$ cat config.mk
export PLATFORM = sky130hd
export DESIGN_NAME = mem_wb_stage
export DESIGN_NICKNAME = d
export VERILOG_FILES = /design/src/rtl/mips_pkg.sv /design/src/rtl/mem_lane_align.sv /design/src/rtl/mem_wb_stage.sv
export SDC_FILE = /design/constraint.sdc
export NUM_CORES = 1
export LEC_CHECK = 0
export ABC_AREA = 1
export ABC_CLOCK_PERIOD_IN_PS = 1300
export CAP_MARGIN = 20
export CORE_MARGIN = 3
export CORE_UTILIZATION = 42
export CTS_CLUSTER_DIAMETER = 30
export DETAILED_ROUTE_END_ITERATION = 10
export PLACE_DENSITY = 0.77
export SLEW_MARGIN = 20
export SYNTH_ARGS = -nofsm -noshare
export SYNTH_HDL_FRONTEND = slang
export SYNTH_HIERARCHICAL = 1
export SYNTH_SLANG_ARGS = --single-unit
$ cat constraint.sdc
create_clock -name clk -period 1.3 [get_ports clk]
set_input_delay 0.13 -clock clk [delete_from_list [all_inputs] [get_ports clk]]
set_output_delay 0.13 -clock clk [all_outputs]
set_load 0.02 [all_outputs]
$ cat src/rtl/mips_pkg.sv
// mips_pkg: shared definitions for the MIPS memory stage.
//   - opcode constants for the loads and stores the stage understands
//   - MEM FSM state encoding
//   - access-size type and the opcode -> size decode helper
package mips_pkg;

    localparam logic [5:0] OP_LW  = 6'h23;
    localparam logic [5:0] OP_LH  = 6'h21;
    localparam logic [5:0] OP_LHU = 6'h25;
    localparam logic [5:0] OP_LB  = 6'h20;
    localparam logic [5:0] OP_LBU = 6'h24;
    localparam logic [5:0] OP_SW  = 6'h2B;
    localparam logic [5:0] OP_SH  = 6'h29;
    localparam logic [5:0] OP_SB  = 6'h28;

    typedef enum logic { MS_IDLE, MS_ACCESS } mem_state_e;

    typedef enum logic [1:0] { SZ_B, SZ_H, SZ_W } acc_size_e;

    // Unknown opcodes that still carry memr/memw fall back to a word access.
    function automatic acc_size_e op_size(input logic [5:0] op);
        case (op)
            OP_LB, OP_LBU, OP_SB: op_size = SZ_B;
            OP_LH, OP_LHU, OP_SH: op_size = SZ_H;
            default:              op_size = SZ_W;
        endcase
    endfunction

endpackage

$ cat src/rtl/mem_lane_align.sv
// mem_lane_align: combinational byte-lane logic for the memory stage.
// Little-endian lane numbering: byte n of the word lives in bits [8n+7:8n].
// Ports:
//   op         in   6  opcode (selects size and sign)
//   addr_lo    in   2  low address bits
//   store_data in  32  raw store data (rd2)
//   load_word  in  32  word returned by memory
//   be         out  4  byte enables for the store/load
//   wdata      out 32  lane-replicated store data
//   load_data  out 32  selected and extended load value
//   misalign   out  1  address not aligned to the access size
module mem_lane_align
    import mips_pkg::*;
(
    input  logic [5:0]  op,
    input  logic [1:0]  addr_lo,
    input  logic [31:0] store_data,
    input  logic [31:0] load_word,
    output logic [3:0]  be,
    output logic [31:0] wdata,
    output logic [31:0] load_data,
    output logic        misalign
);

    acc_size_e   size;
    logic        sext;
    logic [7:0]  byte_sel;
    logic [15:0] half_sel;

    always_comb begin
        size     = op_size(op);
        sext     = (op == OP_LB) || (op == OP_LH);
        byte_sel = load_word[{addr_lo, 3'b000} +: 8];
        half_sel = addr_lo[1] ? load_word[31:16] : load_word[15:0];
        be        = 4'b1111;
        wdata     = store_data;
        load_data = load_word;
        misalign  = 1'b0;
        case (size)
            SZ_B: begin
                be        = 4'b0001 << addr_lo;
                wdata     = {4{store_data[7:0]}};
                load_data = {{24{sext & byte_sel[7]}}, byte_sel};
            end
            SZ_H: begin
                be        = addr_lo[1] ? 4'b1100 : 4'b0011;
                wdata     = {2{store_data[15:0]}};
                load_data = {{16{sext & half_sel[15]}}, half_sel};
                misalign  = addr_lo[0];
            end
            default: begin
                misalign  = |addr_lo;
            end
        endcase
    end

endmodule

$ cat src/rtl/mem_wb_stage.sv
// mem_wb_stage: MEM pipeline stage plus the MEM/WB pipeline register.
// Issues load/store requests on a req/ack data-memory port, stalls the
// upstream pipe while an access is outstanding, and writes back either the
// ALU result or the extended load value.
// Optional: define MEM_TIMEOUT_EN to abort an access after TIMEOUT_CYC
// request cycles without ack (reported through wb_misalign).
// Ports:
//   clk, rst_n                     clock, async active-low reset
//   aluout, rd2, rd, op            EX/MEM payload
//   memr, memw, regw, mem2r, flush EX/MEM control
//   dmem_req/we/addr/be/wdata      registered memory request
//   dmem_ack, dmem_rdata           memory response
//   mem_stall                      hold EX/MEM and upstream
//   wb_data, wb_rd, wb_regw, wb_misalign   MEM/WB register
module mem_wb_stage
    import mips_pkg::*;
#(
    parameter int AW          = 32,
    parameter int TIMEOUT_CYC = 64
) (
    input  logic          clk,
    input  logic          rst_n,
    input  logic [31:0]   aluout,
    input  logic [31:0]   rd2,
    input  logic [4:0]    rd,
    input  logic [5:0]    op,
    input  logic          memr,
    input  logic          memw,
    input  logic          regw,
    input  logic          mem2r,
    input  logic          flush,
    output logic          dmem_req,
    output logic          dmem_we,
    output logic [AW-1:0] dmem_addr,
    output logic [3:0]    dmem_be,
    output logic [31:0]   dmem_wdata,
    input  logic          dmem_ack,
    input  logic [31:0]   dmem_rdata,
    output logic          mem_stall,
    output logic [31:0]   wb_data,
    output logic [4:0]    wb_rd,
    output logic          wb_regw,
    output logic          wb_misalign
);

    mem_state_e  state;
    logic [3:0]  be;
    logic [31:0] st_wdata;
    logic [31:0] ld_data;
    logic        misalign;
    logic        is_mem;
    logic        issue;
    logic        tmo_hit;

    mem_lane_align u_align (
        .op         (op),
        .addr_lo    (aluout[1:0]),
        .store_data (rd2),
        .load_word  (dmem_rdata),
        .be         (be),
        .wdata      (st_wdata),
        .load_data  (ld_data),
        .misalign   (misalign)
    );

    assign is_mem = memr | memw;
    assign issue  = (state == MS_IDLE) && is_mem && !flush && !misalign;

`ifdef MEM_TIMEOUT_EN
    localparam int CW = $clog2(TIMEOUT_CYC + 1);
    logic [CW-1:0] tmo_cnt;

    // Counts request cycles; the last one is the abort cycle.
    always_ff @(posedge clk or negedge rst_n) begin
        if (!rst_n)
            tmo_cnt <= '0;
        else if (issue)
            tmo_cnt <= '0;
        else if (state == MS_ACCESS && !dmem_ack)
            tmo_cnt <= tmo_cnt + CW'(1);
    end

    assign tmo_hit = (state == MS_ACCESS) && (tmo_cnt == CW'(TIMEOUT_CYC - 1));
`else
    logic unused_tmo;
    assign unused_tmo = (TIMEOUT_CYC == 0);
    assign tmo_hit    = 1'b0;
`endif

    // Gated by rst_n so the stall drops immediately when reset hits mid-access.
    assign mem_stall = rst_n & (issue | ((state == MS_ACCESS) & ~dmem_ack & ~tmo_hit));

    always_ff @(posedge clk or negedge rst_n) begin
        if (!rst_n) begin
            state       <= MS_IDLE;
            dmem_req    <= 1'b0;
            dmem_we     <= 1'b0;
            dmem_addr   <= '0;
            dmem_be     <= 4'b0000;
            dmem_wdata  <= '0;
            wb_data     <= '0;
            wb_rd       <= '0;
            wb_regw     <= 1'b0;
            wb_misalign <= 1'b0;
        end else begin
            case (state)
                MS_IDLE: begin
                    if (issue) begin
                        state       <= MS_ACCESS;
                        dmem_req    <= 1'b1;
                        dmem_we     <= memw;
                        dmem_addr   <= {aluout[AW-1:2], 2'b00};
                        dmem_be     <= be;
                        dmem_wdata  <= st_wdata;
                        wb_regw     <= 1'b0;
                        wb_misalign <= 1'b0;
                    end else begin
                        // Pass-through; a misaligned access becomes a flagged bubble.
                        wb_data     <= aluout;
                        wb_rd       <= rd;
                        wb_regw     <= regw & ~flush & ~(is_mem & misalign);
                        wb_misalign <= is_mem & misalign & ~flush;
                    end
                end
                MS_ACCESS: begin
                    if (dmem_ack) begin
                        state       <= MS_IDLE;
                        dmem_req    <= 1'b0;
                        dmem_we     <= 1'b0;
                        dmem_be     <= 4'b0000;
                        wb_data     <= (memr & mem2r) ? ld_data : aluout;
                        wb_rd       <= rd;
                        wb_regw     <= regw & ~memw;
                        wb_misalign <= 1'b0;
                    end else if (tmo_hit) begin
                        state       <= MS_IDLE;
                        dmem_req    <= 1'b0;
                        dmem_we     <= 1'b0;
                        dmem_be     <= 4'b0000;
                        wb_data     <= aluout;
                        wb_rd       <= rd;
                        wb_regw     <= 1'b0;
                        wb_misalign <= 1'b1;
                    end else begin
                        // Bubble while waiting so nothing is written back twice.
                        wb_regw     <= 1'b0;
                        wb_misalign <= 1'b0;
                    end
                end
                default: state <= MS_IDLE;
            endcase
        end
    end

endmodule

Word-level counts from Yosys, hierarchy flattened:

Cells that the tools add are included.
Widths: inputs -> output; s select.

* bits in registers: 108
* input port bits: 115
* output and inout port bits: 110
* logic and storage cells: 82

* equal/unequal tests: 10
* shift-type cells: 2
* multiplexer cells: 30
* bitwise gates (word level): 17
* reductions and logical operators: 13

Operator list (count)
* $pmux 32 s2: 3
* $mux 32: 3
* $eq 6x6->1 const B: 6
* $shiftx 32x6->8: 1
* $mux 16: 1
* $pmux 4 s2: 2
* $mux 4: 3
* $pmux 1 s2: 6
* $and 1x1->1: 10
* $mux 5: 2
* $pmux 5 s2: 1
* $mux 1: 8
* $ne 2x2->1 const B: 3
* $reduce_and 2->1: 3
* $reduce_or 3->1: 2
* $not 1->1: 5
* $pmux 2 s2: 1
* $shl 1x2->4 const A: 1
* $logic_and 1x1->1: 3
* $eq 2x1->1 const B: 1
* $logic_not 1->1: 2
* $logic_not 2->1: 1
* $or 1x1->1: 2
* $reduce_or 2->1: 1
* $logic_or 1x1->1: 1

Longest topological paths before layout:

Gate-level depths: netlist (run 1).

* depth in word-level cells: 10
* mapped depth: 13
* depth with buffers taken out: 11

By module:

The synthesis (run 1) kept the hierarchy.

By module, submodules not included
* mem_wb_stage: instances 1, cells each 579, area an instance 5102.4 um^2, seq. area each 2702.6 um^2
* mem_lane_align: instances 1, cells each 292, area an instance 1401.3 um^2, seq. area each 0.0 um^2

Least setup slack after synthesis (run 1):

Ideal clock, no wire load.

* path type: input-to-output
* from: input port op[2]
* to: output port mem_stall
* arrival: 1.522 ns
* required time: 1.170 ns
* setup slack: -0.352 ns
* cell stages on the path: 10
* buffers on the path: 3
* path through: nand2_1 nand3_4 inv_1 buf_2 a21oi_1 inv_1 nand3_4 buf_6 buf_6 a21boi_1

* word-level cells in the longest chain between the ends: 9
* elaborated cells on any way between the ends: 16
* those cells by class: 7 x eq/ne; 2 x mux; 2 x bitwise; 5 x reduce/logical

Ends and longest elaborated chain
* start: declaration: RTL line mem_wb_stage.sv:26 `input logic [5:0] op,`
* $eq 6x6->1: RTL line mips_pkg.sv:22 `case (op)`
* $reduce_or 3->1: RTL line mips_pkg.sv:22
* $pmux 2 s2 *: RTL line mips_pkg.sv:22
* $eq 2x1->1 / $logic_not 2->1 (equally long branches): RTL line mem_lane_align.sv:39 `case (size)`
* $pmux 1 s2 *: RTL line mem_lane_align.sv:39
* named net misalign: RTL line mem_wb_stage.sv:50 `logic misalign;`
* $logic_not 1->1 *: RTL line mem_wb_stage.sv:67 `assign issue = (state == MS_IDLE) && is_mem && !flush && !misalign;`
* $logic_and 1x1->1 *: RTL line mem_wb_stage.sv:67
* $or 1x1->1 *: RTL line mem_wb_stage.sv:91 `assign mem_stall = rst_n & (issue | ((state == MS_ACCESS) & ~dmem_ack & ~tmo_hit));`
* $and 1x1->1 *: RTL line mem_wb_stage.sv:91
* end: declaration: RTL line mem_wb_stage.sv:39 `output logic mem_stall,`

Mark *: on every way through the listed nets, which the timed path passes. The rest lies on a longest branch.

Final worst setup path (run 1):

* from: input port aluout[1]
* to: register wb_data[20]

* word-level cells in the longest chain between the ends: 6
* elaborated cells on any way between the ends: 14
* those cells by class: 1 x eq/ne; 1 x shift; 6 x mux; 2 x bitwise; 4 x reduce/logical

Ends and longest elaborated chain
* start: declaration: RTL line mem_wb_stage.sv:23 `input logic [31:0] aluout,`
* $shiftx 32x6->8 / $mux 16 (equally long branches): RTL line mem_lane_align.sv:33, mem_lane_align.sv:34
* $and 1x1->1, on equally long branches: RTL line mem_lane_align.sv:43, mem_lane_align.sv:48
* $pmux 32 s2 *: RTL line mem_lane_align.sv:39
* named net ld_data[20]: RTL line mem_wb_stage.sv:49 `logic [31:0] ld_data;`
* $mux 32 *: RTL line mem_wb_stage.sv:131 `wb_data <= (memr & mem2r) ? ld_data : aluout;`
* $mux 32 *: RTL line mem_wb_stage.sv:126 `if (dmem_ack) begin`
* $pmux 32 s2 *: RTL line mem_wb_stage.sv:106 `case (state)`
* end signal: assignment: RTL line mem_wb_stage.sv:119 `wb_data <= aluout;`
* end signal: assignment: RTL line mem_wb_stage.sv:131
* end signal: assignment: RTL line mem_wb_stage.sv:140 `wb_data <= aluout;`
* end: declaration: RTL line mem_wb_stage.sv:40 `output logic [31:0] wb_data,`

Mark *: on every way through the listed nets, which the timed path passes. The rest lies on a longest branch. The select of a mux whose other input is x is not followed.
A chain may end at the register's enable or synchronous reset.

==> out/qor.json, run 1 <==
{
  "row_count": {"value": 44},
  "post_synth_and_or_nand_nor_area_fraction": {"value": 32.9, "unit": "%"},
  "clock_transition_at_path_regs": {"value": 0.07, "unit": "ns"},
  "dr_total_vias": {"value": 7687},
  "clock.fmax": {"value": 0.656, "unit": "GHz"},
  "tritoncts.num_buffers": {"value": 9},
  "final_min_period_over_clock_period": {"value": 117, "unit": "%"},
  "fillCellCount": {"value": 970},
  "synth.ff_latch_count": {"value": 108},
  "synth_xor_xnor_area_share": {"value": 0, "unit": "%"},
  "ys_types": {"value": 28},
  "clk_path_buf_depth": {"value": 2},
  "ant_nets": {"value": 0},
  "timing.rr.start": {"value": "state$_DFF_PN0_"},
  "fp.dieArea": {"value": 0.0170, "unit": "mm²"},
  "critical_path.max_fanout": {"value": 8},
  "routed_wirelength": {"value": 29.1, "unit": "mm"},
  "fp.dieH": {"value": 130, "unit": "µm"},
  "setup-tns-final": {"value": -13.90, "unit": "ns"},
  "setup_ws": {"value": -0.223, "unit": "ns"},
  "stdcell_area": {"value": 0.0114, "unit": "mm²"},
  "io_buffers": {"value": 222},
  "timing_worst_slew_pin_value": {"value": 0.609, "unit": "ns"},
  "clock_latency": {"value": 0.35, "unit": "ns"},
  "timing.slew.headroom": {"value": 59.4, "unit": "%"},
  "critical_path.slowest_cell": {"value": "sky130_fd_sc_hd__a21oi_2"},
  "final.min_clock_period": {"value": 1.52, "unit": "ns"},
  "design.core.area": {"value": 0.0149, "unit": "mm²"},
  "failed_checks": {"value": "negative setup slack"},
  "grt_start_max_net_pins": {"value": 109},
  "first_element_of_the_critical_path": {"value": "aluout[1]"},
  "gr-usage-all-layers": {"value": 29.6, "unit": "%"},
  "min-delay-start": {"value": "aluout[0]"},
  "count_of_clock_tree_sinks": {"value": 108},
  "die_width": {"value": 130, "unit": "µm"},
  "per_cell_routed_wire_length": {"value": 21.5, "unit": "µm"},
  "hold_viol": {"value": 0},
  "postSynthCellCount": {"value": 871},
  "vias_in_the_first_global_route": {"value": 7005},
  "p_leak": {"value": 0.00597, "unit": "µW"},
  "grt_overflow_total": {"value": 0},
  "power_per_cell_area": {"value": 1100, "unit": "mW/mm²"},
  "critical_path_data_required_time": {"value": 1.60, "unit": "ns"},
  "cp_top_family": {"value": "simple AND/OR/NAND/NOR gates"},
  "min_delay_worst_type": {"value": "in -> reg"},
  "rsz0062_at_grt": {"value": "true"},
  "fin_skew": {"value": 0.00721, "unit": "ns"},
  "ir_drop": {"value": 0.000667, "unit": "V"},
  "starting_drt_drc_count": {"value": 861},
  "nets": {"value": 1277},
  "synth_sequential_area_ratio": {"value": 41.6, "unit": "%"},
  "synthAdderAreaFrac": {"value": 0, "unit": "%"},
  "tritoncts": {"value": "yes"},
  "start_kind": {"value": "input port"},
  "synth_compound_gate_area_share": {"value": 11.2, "unit": "%"},
  "synth_top_family_by_area": {"value": "simple AND/OR/NAND/NOR gates"},
  "synth_area": {"value": 0.00650, "unit": "mm²"},
  "clk_root_buffer_cell": {"value": "sky130_fd_sc_hd__clkbuf_16"},
  "grt_pass1_wl": {"value": 38.7, "unit": "mm"},
  "multiInputGateArea": {"value": 0.00400, "unit": "mm²"},
  "postSynthAreaPerCell": {"value": 7.47, "unit": "µm²"},
  "slowest_delay": {"value": 0.32, "unit": "ns"},
  "run_status": {"value": "finished with violations"},
  "postLayoutCoreUtil": {"value": 76.9, "unit": "%"},
  "initial_utilization": {"value": 43.8, "unit": "%"},
  "post-route-drc-count": {"value": 0},
  "mux_cell_area_share_after_synthesis": {"value": 0, "unit": "%"},
  "worst_setup_path_end_kind": {"value": "flop"},
  "dp_cells": {"value": 1276},
  "grt_antenna_before_repair": {"value": 2},
  "crit_type": {"value": "in -> reg"},
  "hpwl": {"value": 15.2, "unit": "mm"},
  "drv_slew": {"value": 0},
  "detailed_place.area": {"value": 0.00903, "unit": "mm²"},
  "detailedRoute.firstPassIterationCount": {"value": 6},
  "crit_chain": {"value": "clkdlybuf4s15_2 -> buf_4 -> nor2_1 -> a21oi_2 -> nand3_4 -> nand3_2 -> nand4_1 -> nand2_2 -> nand3_4 -> nand2_2"},
  "cap_viol_max_count": {"value": 0},
  "finalSetupViolCount": {"value": 107},
  "final_cells": {"value": 1352},
  "via_cell_ratio": {"value": 5.69},
  "io_pins": {"value": 225},
  "syn_to_final_growth": {"value": 75.6, "unit": "%"},
  "drive_above_1_share": {"value": 35.0, "unit": "%"},
  "seqCellArea": {"value": 0.00270, "unit": "mm²"},
  "cts-htree-levels": {"value": 3},
  "critPathBufInv": {"value": 2},
  "arrival": {"value": 1.82, "unit": "ns"},
  "place.gp.congestion": {"value": 0.955},
  "total_number_of_yosys_warnings": {"value": 6}
}
## tightest hold or removal path: cells and delay by family
family	cells	cell delay, ns
AOI/OAI and AO/OA	2	0.12
buffers and inverters	3	0.34
## registers in the layout, summed over array words and instances (netlist names), 4 cells and up
signal and count:
dmem_wdata 32, wb_rd 5, dmem_addr 30, wb_data 32
dmem_be 4
## cells in the mapped netlist
cell	n	area [µm²]
sky130_fd_sc_hd__dfrtp_1	108	2700
sky130_fd_sc_hd__nor2_1	9	33.8
sky130_fd_sc_hd__nand4_1	32	200
sky130_fd_sc_hd__o21ai_0	8	40.0
sky130_fd_sc_hd__inv_2	4	15.0
sky130_fd_sc_hd__clkbuf_2	1	5.00
sky130_fd_sc_hd__clkbuf_1	13	48.8
sky130_fd_sc_hd__a21oi_1	3	15.0
sky130_fd_sc_hd__inv_1	108	405
sky130_fd_sc_hd__nand3_4	4	70.1
sky130_fd_sc_hd__or2_2	1	6.26
sky130_fd_sc_hd__nor2_8	1	20.0
sky130_fd_sc_hd__a21boi_1	1	7.51
sky130_fd_sc_hd__buf_4	16	120
sky130_fd_sc_hd__o211ai_1	17	128
sky130_fd_sc_hd__nand2_2	3	18.8
sky130_fd_sc_hd__nor2_2	3	18.8
sky130_fd_sc_hd__buf_2	10	50.1
sky130_fd_sc_hd__nor2_4	5	56.3
sky130_fd_sc_hd__buf_1	1	3.75
sky130_fd_sc_hd__nand2_1	349	1310
sky130_fd_sc_hd__nand3_1	77	385
sky130_fd_sc_hd__o21ai_1	17	85.1
sky130_fd_sc_hd__conb_1	1	3.75
sky130_fd_sc_hd__o21ai_2	50	438
sky130_fd_sc_hd__buf_6	25	282
sky130_fd_sc_hd__o211ai_2	1	12.5
sky130_fd_sc_hd__nand3b_1	3	22.5
## per-layer routing
layer | up-vias | routed length [µm] | part of all wire [%] | track usage [%]
li1 | 3352 | - | - | -
met1 | 3629 | 10600 | 36 | 38.0
met5 | - | 13 | 0.045 | 0
met2 | 553 | 14000 | 48 | 49.3
met4 | 2 | 1650 | 5.7 | 12.2
met3 | 151 | 2860 | 9.8 | 5.89
## cell families after synthesis
kind of cell / count (synthesis)
and+or+nand+nor: 487
DFF: 108
buffers and inverters: 178
AOI/OAI and AO/OA: 97
other: 1
## path summary, 6_finish.rpt
path | endpoint | slack [ns] | cells past startpoint
max in group asynchronous | dmem_wdata[4]$_DFFE_PN0P_ | 0.37 | 3
min in group asynchronous | dmem_wdata[27]$_DFFE_PN0P_ | 0.45 | 3
hold / removal | dmem_be[0]$_DFFE_PN0P_ | 0.28 | 5
setup reg to reg | wb_data[18]$_DFFE_PN0P_ | -0.19 | 7
setup / recovery | wb_data[20]$_DFFE_PN0P_ | -0.22 | 10
hold reg to reg | wb_data[12]$_DFFE_PN0P_ | 0.47 | 2
## stage by stage
stage	setup WS, ns	hold slack [ns]	total power, µW
floorplan	-0.0920	-0.166	6710
global placement	-0.844	0.307	8920
detailed placement	-0.882	0.298	9000
CTS	-0.178	0.321	11800
global route	-0.244	0.288	13100
finish	-0.223	0.276	12600
## cell type report
cell class / instances / share of cell area, %
Antenna cell: 1 / 0.0219
Clock buffer: 10 / 2.00
Clock inverter: 6 / 0.340
Inverter: 112 / 3.77
Multi-Input combinational cell: 590 / 35.0
Sequential cell: 108 / 23.7
Tap cell: 184 / 2.02
Timing Repair Buffer: 341 / 33.2
## cells in the final DEF, fill, tap and decap left out, types with 15 or more instances in the layout
cell type,Yosys,layout
sky130_fd_sc_hd__nand2_1,349,227
sky130_fd_sc_hd__dfrtp_1,108,107
sky130_fd_sc_hd__dlygate4sd2_1,0,107
sky130_fd_sc_hd__inv_1,108,104
sky130_fd_sc_hd__clkdlybuf4s50_1,0,101
sky130_fd_sc_hd__nand2_4,0,62
sky130_fd_sc_hd__nand2_2,3,61
sky130_fd_sc_hd__o21ai_2,50,59
sky130_fd_sc_hd__buf_4,16,56
sky130_fd_sc_hd__nand3_2,0,40
sky130_fd_sc_hd__nand4_1,32,32
sky130_fd_sc_hd__nand3_1,77,27
sky130_fd_sc_hd__buf_12,0,24
sky130_fd_sc_hd__nand3_4,4,18
sky130_fd_sc_hd__buf_16,0,18
sky130_fd_sc_hd__o211ai_1,17,17
sky130_fd_sc_hd__clkbuf_16,0,15
## power breakdown
part           switching, µW  internal (µW)  total (µW)
clock network           1300           1300        2600
logic                   2900           2380        5280
registers                643           4040        4690
total                   4840           7720       12600
## what timing repair did
item                       in CTS  in global routing
setup endpoints to repair     214                108
hold buffers                    1                  0
pin swaps                      59                 82
resized for setup             306                192
cloned                         29                  8
hold endpoints to repair      108                  0
buffers inserted               25                  8
No activity file was read; power rests on OpenSTA's default activity.
==> run 2: changes to the inputs <==
--- a/config.mk
+++ b/config.mk
@@ -7,7 +7,6 @@
 export LEC_CHECK = 0
 export ABC_AREA = 1
 export ABC_CLOCK_PERIOD_IN_PS = 1300
-export CAP_MARGIN = 20
 export CORE_MARGIN = 3
 export CORE_UTILIZATION = 42
 export CTS_CLUSTER_DIAMETER = 30
==> results of run 2 <==
Final layout, timing and power as in run 1 (identical DEF).
==> run 3: changes to the inputs <==
--- a/config.mk
+++ b/config.mk
@@ -11,7 +11,7 @@
 export CORE_UTILIZATION = 42
 export CTS_CLUSTER_DIAMETER = 30
 export DETAILED_ROUTE_END_ITERATION = 10
-export PLACE_DENSITY = 0.77
+export PLACE_DENSITY_LB_ADDON = 0.25
 export SLEW_MARGIN = 20
 export SYNTH_ARGS = -nofsm -noshare
 export SYNTH_HDL_FRONTEND = slang
==> run 3 against run 2 <==
Compared with the run above:
- the flow still finishes with violations (negative setup slack)
- cell area fell by 0.24%
- register-to-register slack got worse by 0.03 ns
- die area is the same
- worst setup slack better by 0.0026 ns
- final cell count grew 0.44%
- critical endpoint is now wb_data[30]$_DFFE_PN0P_
==> out/qor.json, run 3 (synthesis results as in run 1) <==
{
  "commonest_non_fill_non_tap_cells_in_the_layout": {"value": "sky130_fd_sc_hd__nand2_1 (233), sky130_fd_sc_hd__dfrtp_1 (107), sky130_fd_sc_hd__dlygate4sd2_1 (104)"},
  "setup-tns-final": {"value": -16.12, "unit": "ns", "change": "-2.22 ns"},
  "nets": {"value": 1282, "change": "+0.39%"},
  "detailedRoute.firstPassIterationCount": {"value": 6, "change": "unchanged"},
  "post-route-drc-count": {"value": 0, "change": "unchanged"},
  "grt_start_max_net_pins": {"value": 109, "change": "unchanged"},
  "syn_to_final_growth": {"value": 75.2, "unit": "%"},
  "run_status": {"value": "finished with violations"},
  "per_cell_routed_wire_length": {"value": 21.9, "unit": "µm", "change": "+1.6%"},
  "p_leak": {"value": 0.00602, "unit": "µW", "change": "+0.86%"},
  "final_min_period_over_clock_period": {"value": 117, "unit": "%", "change": "-0.20 points"},
  "dr_total_vias": {"value": 7661, "change": "-0.34%"},
  "final_common_cell": {"value": "sky130_fd_sc_hd__nand2_1"},
  "drive_above_1_share": {"value": 32.9, "unit": "%", "change": "-2.0 points"},
  "via_cell_ratio": {"value": 5.64, "change": "-0.78%"},
  "postLayoutCoreUtil": {"value": 76.7, "unit": "%", "change": "-0.19 points"},
  "final_cells": {"value": 1358, "change": "+0.44%"},
  "rsz0062_at_grt": {"value": "true"},
  "critical_path_data_required_time": {"value": 1.60, "unit": "ns", "change": "about the same"},
  "final.min_clock_period": {"value": 1.52, "unit": "ns", "change": "-0.00260 ns"},
  "dp_cells": {"value": 1270, "change": "-0.47%"},
  "worst_setup_path_end_kind": {"value": "flop"},
  "start_kind": {"value": "flop"},
  "initial_utilization": {"value": 43.8, "unit": "%", "change": "unchanged"},
  "clk_path_buf_depth": {"value": 2, "change": "unchanged"},
  "timing.slew.headroom": {"value": 55.4, "unit": "%", "change": "-4.0 points"},
  "ir_drop": {"value": 0.000708, "unit": "V", "change": "+6.3%"},
  "grt_antenna_before_repair": {"value": 2, "change": "unchanged"},
  "critical_path.max_fanout": {"value": 9, "change": "+1"},
  "clock.fmax": {"value": 0.658, "unit": "GHz", "change": "+0.17%"},
  "die_width": {"value": 130, "unit": "µm", "change": "unchanged"},
  "clock_latency": {"value": 0.36, "unit": "ns", "change": "about the same"},
  "io_pins": {"value": 225, "change": "unchanged"},
  "hpwl": {"value": 14.7, "unit": "mm", "change": "-3.5%"},
  "count_of_clock_tree_sinks": {"value": 108, "change": "unchanged"},
  "grt_overflow_total": {"value": 0, "change": "unchanged"},
  "finalSetupViolCount": {"value": 108, "change": "+0.93%"},
  "design.core.area": {"value": 0.0149, "unit": "mm²", "change": "unchanged"},
  "clk_root_buffer_cell": {"value": "sky130_fd_sc_hd__clkbuf_16"},
  "routed_wirelength": {"value": 29.7, "unit": "mm", "change": "+2.1%"},
  "io_buffers": {"value": 222, "change": "unchanged"},
  "fp.dieArea": {"value": 0.0170, "unit": "mm²", "change": "unchanged"},
  "fp.dieH": {"value": 130, "unit": "µm", "change": "unchanged"},
  "clock_transition_at_path_regs": {"value": 0.08, "unit": "ns", "change": "about the same"},
  "ant_nets": {"value": 0, "change": "unchanged"},
  "starting_drt_drc_count": {"value": 960, "change": "+11%"},
  "gr-usage-all-layers": {"value": 34.1, "unit": "%", "change": "+4.5 points"},
  "power_per_cell_area": {"value": 1130, "unit": "mW/mm²", "change": "+2.6%"},
  "multiInputGateArea": {"value": 0.00378, "unit": "mm²", "change": "-5.3%"},
  "tritoncts.num_buffers": {"value": 9, "change": "unchanged"},
  "tritoncts": {"value": "yes"},
  "row_count": {"value": 44, "change": "unchanged"},
  "reg.largest.list": {"value": "dmem_wdata: 32 flops, wb_data: 32 flops, dmem_addr: 30 flops"},
  "fin_skew": {"value": 0.00643, "unit": "ns", "change": "-0.000774 ns"},
  "failed_checks": {"value": "negative setup slack"},
  "setup_ws": {"value": -0.221, "unit": "ns", "change": "+0.00260 ns"},
  "cap_viol_max_count": {"value": 0, "change": "unchanged"},
  "fillCellCount": {"value": 977, "change": "+0.72%"},
  "seqCellArea": {"value": 0.00270, "unit": "mm²", "change": "unchanged"},
  "hold_viol": {"value": 0, "change": "unchanged"},
  "preCtsSetupSlack": {"value": -1.02, "unit": "ns", "change": "-0.141 ns"},
  "grt_pass1_wl": {"value": 44.1, "unit": "mm", "change": "+14%"},
  "place.gp.congestion": {"value": 0.941, "change": "-1.5%"},
  "cts-htree-levels": {"value": 3, "change": "unchanged"},
  "timing_worst_slew_pin_value": {"value": 0.669, "unit": "ns", "change": "+0.0604 ns"},
  "drv_slew": {"value": 0, "change": "unchanged"},
  "min_delay_worst_type": {"value": "in -> reg"},
  "arrival": {"value": 1.82, "unit": "ns", "change": "about the same"},
  "post-layout-total-power": {"value": 12900, "unit": "µW", "change": "+2.4%"},
  "vias_in_the_first_global_route": {"value": 7738, "change": "+10%"},
  "crit_type": {"value": "reg -> reg"}
}
run 3: cell types whose count changed in the layout (fill, tap and decap cells not counted), sizes merged, moves of 2 or more:
cell          delta
buf              +8
dlygate4sd2      -3
clkinv           -2
clkbuf           -5
dlymetal6s2s     +2
bufbuf           +2
inv              +2
run 3: cell type report:
cell class	instances	share of cell area [%]
diodes	2	0.0439
clock buffers	10	2.10
clock inverters	6	0.604
inverters	112	3.78
multi-input cells	590	33.2
flip-flops and latches	108	23.7
well taps	184	2.02
repair buffers	346	34.5
run 3: layer usage:
metal	global-route usage, %	part of all wire, %	vias to the layer above
li1	-	-	3357
met3	7.72	11	168
met5	0	0	-
met4	16.9	6.2	0
met2	53.9	46	601
met1	44.3	37	3535
run 3: stage by stage:
step	instance area, µm²	hold WS, ns
floorplan	6550	-0.166
global placement	9010	0.305
detailed placement	9010	0.307
CTS	11100	0.323
global route	11400	0.334
finish	11400	0.302
run 3: path summary, 6_finish.rpt:
kind	startpoint	to	slack, ns	cells after the start
min reg2reg	wb_rd[1]$_DFFE_PN0P_	wb_rd[1]$_DFFE_PN0P_	0.48	2
min	aluout[1]	wb_data[1]$_DFFE_PN0P_	0.30	6
max	state$_DFF_PN0_	wb_data[30]$_DFFE_PN0P_	-0.22	8
max in group asynchronous	rst_n	state$_DFF_PN0_	0.32	3
max reg2reg	state$_DFF_PN0_	wb_data[30]$_DFFE_PN0P_	-0.22	8
min in group asynchronous	rst_n	dmem_wdata[27]$_DFFE_PN0P_	0.42	3
run 3: power breakdown:
| group | switching (µW) | total [µW] | internal, µW |
|---|---|---|---|
| clock network | 1410 | 2980 | 1570 |
| registers | 619 | 4660 | 4040 |
| logic | 2870 | 5230 | 2360 |
| total | 4890 | 12900 | 7970 |
run 3: timing repair:
action,in CTS,in global routing
endpoints found under the hold margin,108,0
pin swaps,33,33
setup endpoints to repair,215,108
gates cloned,41,2
buffers inserted,35,5
resized for setup,294,145
hold buffers,1,0
run 3: critical path, stage by stage, from the launching register on:
cell and delay (ns):
sky130_fd_sc_hd__dfrtp_2 0.47, sky130_fd_sc_hd__nor2_8 0.14, sky130_fd_sc_hd__nand3_4 0.11, sky130_fd_sc_hd__buf_12 0.17
sky130_fd_sc_hd__buf_8 0.13, sky130_fd_sc_hd__nand2_8 0.11, sky130_fd_sc_hd__buf_16 0.16, sky130_fd_sc_hd__nand2_1 0.08
sky130_fd_sc_hd__nand2_1 0.09
